==> src/rtl/agc_pkg.sv <==
// Shared widths, types and the gain-slew helper for the agc gain-apply path.
package agc_pkg;

    localparam int GAIN_W   = 32;
    localparam int SAMPLE_W = 16;
    localparam int FRAC_W   = 16;
    localparam int PROD_W   = SAMPLE_W + GAIN_W + 1;
    localparam int CNT_W    = 16;
    localparam int PIPE_LAT = 3;

    typedef logic signed [SAMPLE_W-1:0] sample_t;
    typedef logic [GAIN_W-1:0]          gain_t;
    typedef logic signed [PROD_W-1:0]   prod_t;

    localparam gain_t GAIN_UNITY = 32'h0001_0000;

    typedef struct packed {
        logic    valid;
        logic    last;
        sample_t i;
        sample_t q;
        gain_t   gain;
    } stage1_t;

    // Move applied gain toward target by at most step; 33-bit signed diff cannot wrap.
    function automatic gain_t slew_gain(gain_t target, gain_t applied, gain_t step);
        logic signed [GAIN_W:0] diff;
        logic signed [GAIN_W:0] step_s;
        diff   = $signed({1'b0, target}) - $signed({1'b0, applied});
        step_s = $signed({1'b0, step});
        if (diff > step_s) begin
            return applied + step;
        end else if (diff < -step_s) begin
            return applied - step;
        end else begin
            return target;
        end
    endfunction

endpackage

==> src/rtl/agc_gain_apply_if.sv <==
// Valid/ready sample stream carrying one I/Q pair and a frame marker per beat.
interface agc_gain_apply_if;
    import agc_pkg::*;

    logic    valid;
    logic    ready;
    sample_t sample_i;
    sample_t sample_q;
    logic    last;

    modport master (output valid, output sample_i, output sample_q, output last, input ready);
    modport slave  (input valid, input sample_i, input sample_q, input last, output ready);

endinterface

==> src/rtl/agc_scale_sat.sv <==
// One channel of the scaler: registered multiply, then round-half-up and clamp to 16 bits.
module agc_scale_sat
    import agc_pkg::*;
(
    input  logic    clk,
    input  logic    arst,
    input  logic    en,
    input  sample_t sample,
    input  gain_t   gain,
    output sample_t result,
    output logic    clip
);

    localparam prod_t HALF    = prod_t'(2 ** (FRAC_W - 1));
    localparam prod_t SAT_MAX = prod_t'(2 ** (SAMPLE_W - 1) - 1);
    localparam prod_t SAT_MIN = prod_t'(-(2 ** (SAMPLE_W - 1)));

    prod_t   sample_ext;
    prod_t   gain_ext;
    prod_t   prod_d;
    prod_t   prod_q;
    prod_t   rounded;
    sample_t result_d;
    logic    clip_d;

    assign sample_ext = {{(PROD_W - SAMPLE_W){sample[SAMPLE_W-1]}}, sample};
    assign gain_ext   = {{(PROD_W - GAIN_W){1'b0}}, gain};
    assign prod_d     = sample_ext * gain_ext;

    always_comb begin
        rounded  = (prod_q + HALF) >>> FRAC_W;
        result_d = rounded[SAMPLE_W-1:0];
        clip_d   = 1'b0;
        if (rounded > SAT_MAX) begin
            result_d = {1'b0, {(SAMPLE_W - 1){1'b1}}};
            clip_d   = 1'b1;
        end else if (rounded < SAT_MIN) begin
            result_d = {1'b1, {(SAMPLE_W - 1){1'b0}}};
            clip_d   = 1'b1;
        end
    end

    always_ff @(posedge clk or negedge arst) begin
        if (!arst) begin
            prod_q <= '0;
            result <= '0;
            clip   <= 1'b0;
        end else if (en) begin
            prod_q <= prod_d;
            result <= result_d;
            clip   <= clip_d;
        end
    end

endmodule

==> src/rtl/agc_gain_apply.sv <==
// Applies the slewed agc gain to the I/Q stream through a 3-stage stallable pipeline
// and counts output samples that had to be clipped.
module agc_gain_apply
    import agc_pkg::*;
#(
    parameter gain_t GAIN_RESET = GAIN_UNITY,
    parameter gain_t GAIN_STEP  = 32'h0000_1000
)(
    input  logic             clk,
    input  logic             arst,
    input  gain_t            gain,
    input  logic             sat_clr,
    agc_gain_apply_if.slave  s,
    agc_gain_apply_if.master m,
    output gain_t            gain_applied,
    output logic [CNT_W-1:0] sat_count
);

    stage1_t st1;
    logic    en;
    logic    accept;
    logic    xfer;
    logic    valid2;
    logic    last2;
    logic    clip_i;
    logic    clip_q;

    // Whole pipe moves together whenever the output slot is free or being drained.
    assign en      = ~m.valid | m.ready;
    assign s.ready = en;
    assign accept  = s.valid & en;
    assign xfer    = m.valid & m.ready;

    always_ff @(posedge clk or negedge arst) begin
        if (!arst) begin
            st1          <= '0;
            valid2       <= 1'b0;
            last2        <= 1'b0;
            m.valid      <= 1'b0;
            m.last       <= 1'b0;
            gain_applied <= GAIN_RESET;
        end else if (en) begin
            st1.valid <= s.valid;
            st1.last  <= s.last;
            st1.i     <= s.sample_i;
            st1.q     <= s.sample_q;
            st1.gain  <= gain_applied;
            valid2    <= st1.valid;
            last2     <= st1.last;
            m.valid   <= valid2;
            m.last    <= last2;
            if (accept) begin
                gain_applied <= slew_gain(gain, gain_applied, GAIN_STEP);
            end
        end
    end

    agc_scale_sat u_scale_i (
        .clk    (clk),
        .arst   (arst),
        .en     (en),
        .sample (st1.i),
        .gain   (st1.gain),
        .result (m.sample_i),
        .clip   (clip_i)
    );

    agc_scale_sat u_scale_q (
        .clk    (clk),
        .arst   (arst),
        .en     (en),
        .sample (st1.q),
        .gain   (st1.gain),
        .result (m.sample_q),
        .clip   (clip_q)
    );

    // Clear beats a concurrent increment; a beat clipped on both channels counts once.
    always_ff @(posedge clk or negedge arst) begin
        if (!arst) begin
            sat_count <= '0;
        end else if (sat_clr) begin
            sat_count <= '0;
        end else if (xfer && (clip_i || clip_q) && (sat_count != '1)) begin
            sat_count <= sat_count + CNT_W'(1);
        end
    end

endmodule

==> src/flat_wrapper.sv <==
// flat-port wrapper written by rule: the top's interface ports become plain ports
module agc_gain_apply_flat import agc_pkg::*;
#(
    parameter gain_t GAIN_RESET = GAIN_UNITY,
    parameter gain_t GAIN_STEP  = 32'h0000_1000
)
  (clk, arst, gain, sat_clr, gain_applied, sat_count, s_valid, s_sample_i, s_sample_q, s_last, s_ready, m_valid, m_sample_i, m_sample_q, m_last, m_ready);
  agc_gain_apply_if s_i ();
  agc_gain_apply_if m_i ();
  input  logic clk;
  input  logic arst;
  input  gain_t gain;
  input  logic sat_clr;
  output gain_t gain_applied;
  output logic [CNT_W-1:0] sat_count;
  input wire logic [$bits(s_i.valid)-1:0] s_valid;
  input wire logic [$bits(s_i.sample_i)-1:0] s_sample_i;
  input wire logic [$bits(s_i.sample_q)-1:0] s_sample_q;
  input wire logic [$bits(s_i.last)-1:0] s_last;
  output wire logic [$bits(s_i.ready)-1:0] s_ready;
  output wire logic [$bits(m_i.valid)-1:0] m_valid;
  output wire logic [$bits(m_i.sample_i)-1:0] m_sample_i;
  output wire logic [$bits(m_i.sample_q)-1:0] m_sample_q;
  output wire logic [$bits(m_i.last)-1:0] m_last;
  input wire logic [$bits(m_i.ready)-1:0] m_ready;
  assign s_i.valid = s_valid;
  assign s_i.sample_i = s_sample_i;
  assign s_i.sample_q = s_sample_q;
  assign s_i.last = s_last;
  assign s_ready = s_i.ready;
  assign m_valid = m_i.valid;
  assign m_sample_i = m_i.sample_i;
  assign m_sample_q = m_i.sample_q;
  assign m_last = m_i.last;
  assign m_i.ready = m_ready;
  agc_gain_apply #(.GAIN_RESET(GAIN_RESET), .GAIN_STEP(GAIN_STEP)) u_core (.clk(clk), .arst(arst), .gain(gain), .sat_clr(sat_clr), .s(s_i), .m(m_i), .gain_applied(gain_applied), .sat_count(sat_count));
endmodule
==> config.mk <==
export PLATFORM = sky130hd
export DESIGN_NAME = agc_gain_apply_flat
export DESIGN_NICKNAME = d
export VERILOG_FILES = /design/src/rtl/agc_pkg.sv /design/src/rtl/agc_gain_apply_if.sv /design/src/rtl/agc_scale_sat.sv /design/src/rtl/agc_gain_apply.sv /design/src/flat_wrapper.sv
export SDC_FILE = /design/constraint.sdc
export NUM_CORES = 2
export LEC_CHECK = 0
export ABC_CLOCK_PERIOD_IN_PS = 19310
export BUFFER_PORTS_ARGS = -buffer_cell sky130_fd_sc_hd__buf_4
export CAP_MARGIN = 15
export CORE_MARGIN = 2
export CORE_UTILIZATION = 31
export CTS_BUF_LIST = sky130_fd_sc_hd__clkbuf_2 sky130_fd_sc_hd__clkbuf_4 sky130_fd_sc_hd__clkbuf_8
export CTS_CLUSTER_DIAMETER = 80
export CTS_CLUSTER_SIZE = 20
export DETAILED_ROUTE_END_ITERATION = 10
export GPL_TIMING_DRIVEN = 0
export SYNTH_ARGS = -nofsm -noshare
export SYNTH_HDL_FRONTEND = slang
export SYNTH_SLANG_ARGS = --single-unit
==> constraint.sdc <==
create_clock -name clk -period 19.31 [get_ports clk]
set_input_delay 2.8965 -clock clk [delete_from_list [all_inputs] [get_ports clk]]
set_output_delay 2.8965 -clock clk [all_outputs]
set_load 0.02 [all_outputs]
==> flow_summary.ini <==
[status]
status = finished clean

[global_routing]
grt_pass1_vias = 38504
use_met1 = 0.2850
grt_max_degree = 102
grt_pass1_wl_mm = 242.0
grt-busiest-layer = met2
grtUsageMet3 = 0.05055
antenna_found_initial = 13
met2_usage = 0.3435
overflow = 0
grt.total_usage = 0.2169

[worst_setup_path]
path_max_fanout = 10
critPathKind = reg2reg
cp-start-kind = flip-flop
r2r_setup_slack_ns = 10.46
cp-end-kind = flip-flop
reg2reg_to = u_core.u_scale_i.prod_q[48]$_DFFE_PN0N_
required_ns = 19.83
crit-reg2reg-launch = u_core.st1[63]$_DFFE_PN0N_
cp.arrival_ns = 9.37
rr_worst_depth = 25

[die]
die_width_um = 385.6
row_count = 140
die_h_um = 385.6
die_area_mm2 = 0.1487
start_util = 0.3112
io_pins = 153
core_mm2 = 0.1450

[cts]
cts_resized = 0
clk_pin_slew_ns = 0.12
cts_tree = built
cts_buffers = 25
cts_buffer_depth = 3
htreeDepth = 1
hold_buffers = 0
cts-root-buf = clkbuf_8
clkLatencyLatePin_ns = 0.71
clkSinkCount = 220
post_cts_buffers = 0

[timing]
period_share = 0.4585
setup_tns_ns = 0
clock_skew_ns = 0.04499
fmax_ghz = 0.1129
hold_viol = 0
period_needed_ns = 8.855
tightestPinTransition_ns = 1.177
max_slew_margin = 0.2152
finalSetupViolations = 0
rsz0062_at_grt = false
slew_violations = 0

[layout]
fillers = 15147
area_growth_pct = 9.540
seq_area_mm2 = 0.005507
multi_input_area_mm2 = 0.03450
nets = 6674
final_cell_mix = 1072 x inv_1, 835 x fa_1, 793 x nand2_1
drive_gt1_frac = 0.04791
final_common_cell = inv_1
stdcell_count = 7367

[placed_design]
port_buffers = 151
hpwl_mm = 131.6
place_congestion = 0.9674
dp_cells = 7319

[yosys]
synth_fp_nets = 6491
synth_seq_cells = 220
ys_types = 90
yosysSeqAreaShare = 0.1220
syn_area_per_cell_um2 = 8.604
async_flop_share = 1.000
synth_cells = 5247
syn-cell-area_mm2 = 0.04514
synth-main-ff-cell = dfrtp_1
synth_edf_count = 0
yosysWarnings = 0

[route]
vias = 37170
ant_nets = 0
drcViolationCount = 0
via_per_inst = 5.045
dr.pass1.iters = 6
routedWlPerCell_um = 21.69
wirelength_mm = 159.8
initialDrtViolationCount = 2972

[min_path]
worstHoldStart = u_core.st1[65]$_DFFE_PN0N_
worstHoldPathCells = 2
hold_class = reg2reg
min_to = u_core.valid2$_DFFE_PN0N_

[job]
drv_cap = 0
[per-stage QoR]
stage / utilization / hold slack [ns] / worst slack [ns] / cell area, um^2
after detailed placement: 0.3363 / 0.4637 / 10.42 / 48770
after CTS: 0.3408 / 0.4808 / 10.42 / 49430
after global routing: 0.3409 / 0.4970 / 10.14 / 49450
final: 0.3409 / 0.4655 / 10.46 / 49450
after floorplan: - / 0.4300 / 12.57 / 45140
after global placement: 0.3356 / 0.4536 / 10.45 / 48680
[registers in the layout, indices dropped and copies added, names as in the netlist]
signal / flops
u_core.gain_applied: 32
u_core.last2: 1
u_core.m.last: 1
u_core.m.valid: 1
u_core.sat_count: 16
u_core.st1: 66
u_core.u_scale_i.clip: 1
u_core.u_scale_i.prod_q: 34
u_core.u_scale_i.result: 16
u_core.u_scale_q.clip: 1
u_core.u_scale_q.prod_q: 34
u_core.u_scale_q.result: 16
u_core.valid2: 1
[final cells by class]
| class | count | share of cell area |
|---|---|---|
| Antenna cell | 2 | 0.0001012 |
| Buffer | 277 | 0.02219 |
| Clock buffer | 26 | 0.007110 |
| Clock inverter | 19 | 0.006199 |
| Inverter | 1076 | 0.08168 |
| Multi-Input combinational cell | 3674 | 0.6978 |
| Sequential cell | 220 | 0.1114 |
| Tap cell | 1917 | 0.04850 |
| Timing Repair Buffer | 156 | 0.02510 |
[worst max-delay path, cell delays in order (launching register included)]
cell and delay (ns):
dfrtp_1 0.76, clkinv_1 0.60, buf_1 0.55, nor2_1 0.26, fa_1 0.47, fa_1 0.55
fa_1 0.44, fa_1 0.47, fa_1 0.50, inv_1 0.05, fa_1 0.48, inv_1 0.04
ha_1 0.36, a21oi_1 0.17, nor2b_1 0.06, o21ai_0 0.20, a31oi_1 0.11, a21o_1 0.28
a31oi_1 0.47, o21ai_1 0.25, a41o_1 0.39, o41a_1 0.41, a221o_1 0.35, a21oi_1 0.18
xnor2_1 0.17, a21oi_1 0.09
[cell families (layout without fill, tap and decap cells)]
group	after synthesis	count (layout)	share of synthesized area
other cells	0	2	0
mux	8	8	0.001857
flops	220	220	0.1220
fa+ha+maj	1174	1174	0.4642
xor+xnor	137	137	0.02658
simple gates	1800	1800	0.1919
buf+inv	1353	1554	0.1137
compound gates	555	555	0.07971
[metal layers]
layer  part of all wire  vias to the layer above
met5            0.00031                        -
met4              0.051                        8
met3              0.098                      354
met2               0.45                     1556
met1               0.40                    18878
li1                   -                    16374
[worst max-delay path by stage]
stage | from | end | slack, ns | cells after the start
floorplan | m_ready | s_ready | 12.57 | 5
global placement | u_core.st1[47]$_DFFE_PN0N_ | u_core.u_scale_q.prod_q[48]$_DFFE_PN0N_ | 10.45 | 24
detailed placement | u_core.st1[47]$_DFFE_PN0N_ | u_core.u_scale_q.prod_q[48]$_DFFE_PN0N_ | 10.42 | 24
CTS | u_core.st1[47]$_DFFE_PN0N_ | u_core.u_scale_q.prod_q[48]$_DFFE_PN0N_ | 10.42 | 24
global route | u_core.st1[47]$_DFFE_PN0N_ | u_core.u_scale_q.prod_q[48]$_DFFE_PN0N_ | 10.14 | 24
finish | u_core.st1[63]$_DFFE_PN0N_ | u_core.u_scale_i.prod_q[48]$_DFFE_PN0N_ | 10.46 | 25
[cells in the mapped netlist (25+ instances only)]
cell type     n  area share
nor2_1      212       0.018
o21ai_0     129       0.014
nor3_1       46      0.0051
and2_1      444       0.062
nand4_1      41      0.0057
clkbuf_1    244       0.020
ha_1        339       0.094
dfrtp_1     219        0.12
o211ai_1     25      0.0042
nor2b_1      31      0.0043
xor2_1       69       0.013
xnor2_1      68       0.013
o21a_1       28      0.0047
nand2_1     793       0.066
and3_1       33      0.0046
nand3_1      91       0.010
a21oi_1     158       0.018
fa_1        835        0.37
a21o_1       35      0.0058
inv_1      1072       0.089
nand2b_1     40      0.0055
Power is not shown: default switching activity piles up to over one toggle a cycle in this logic, so the estimate is an artifact.
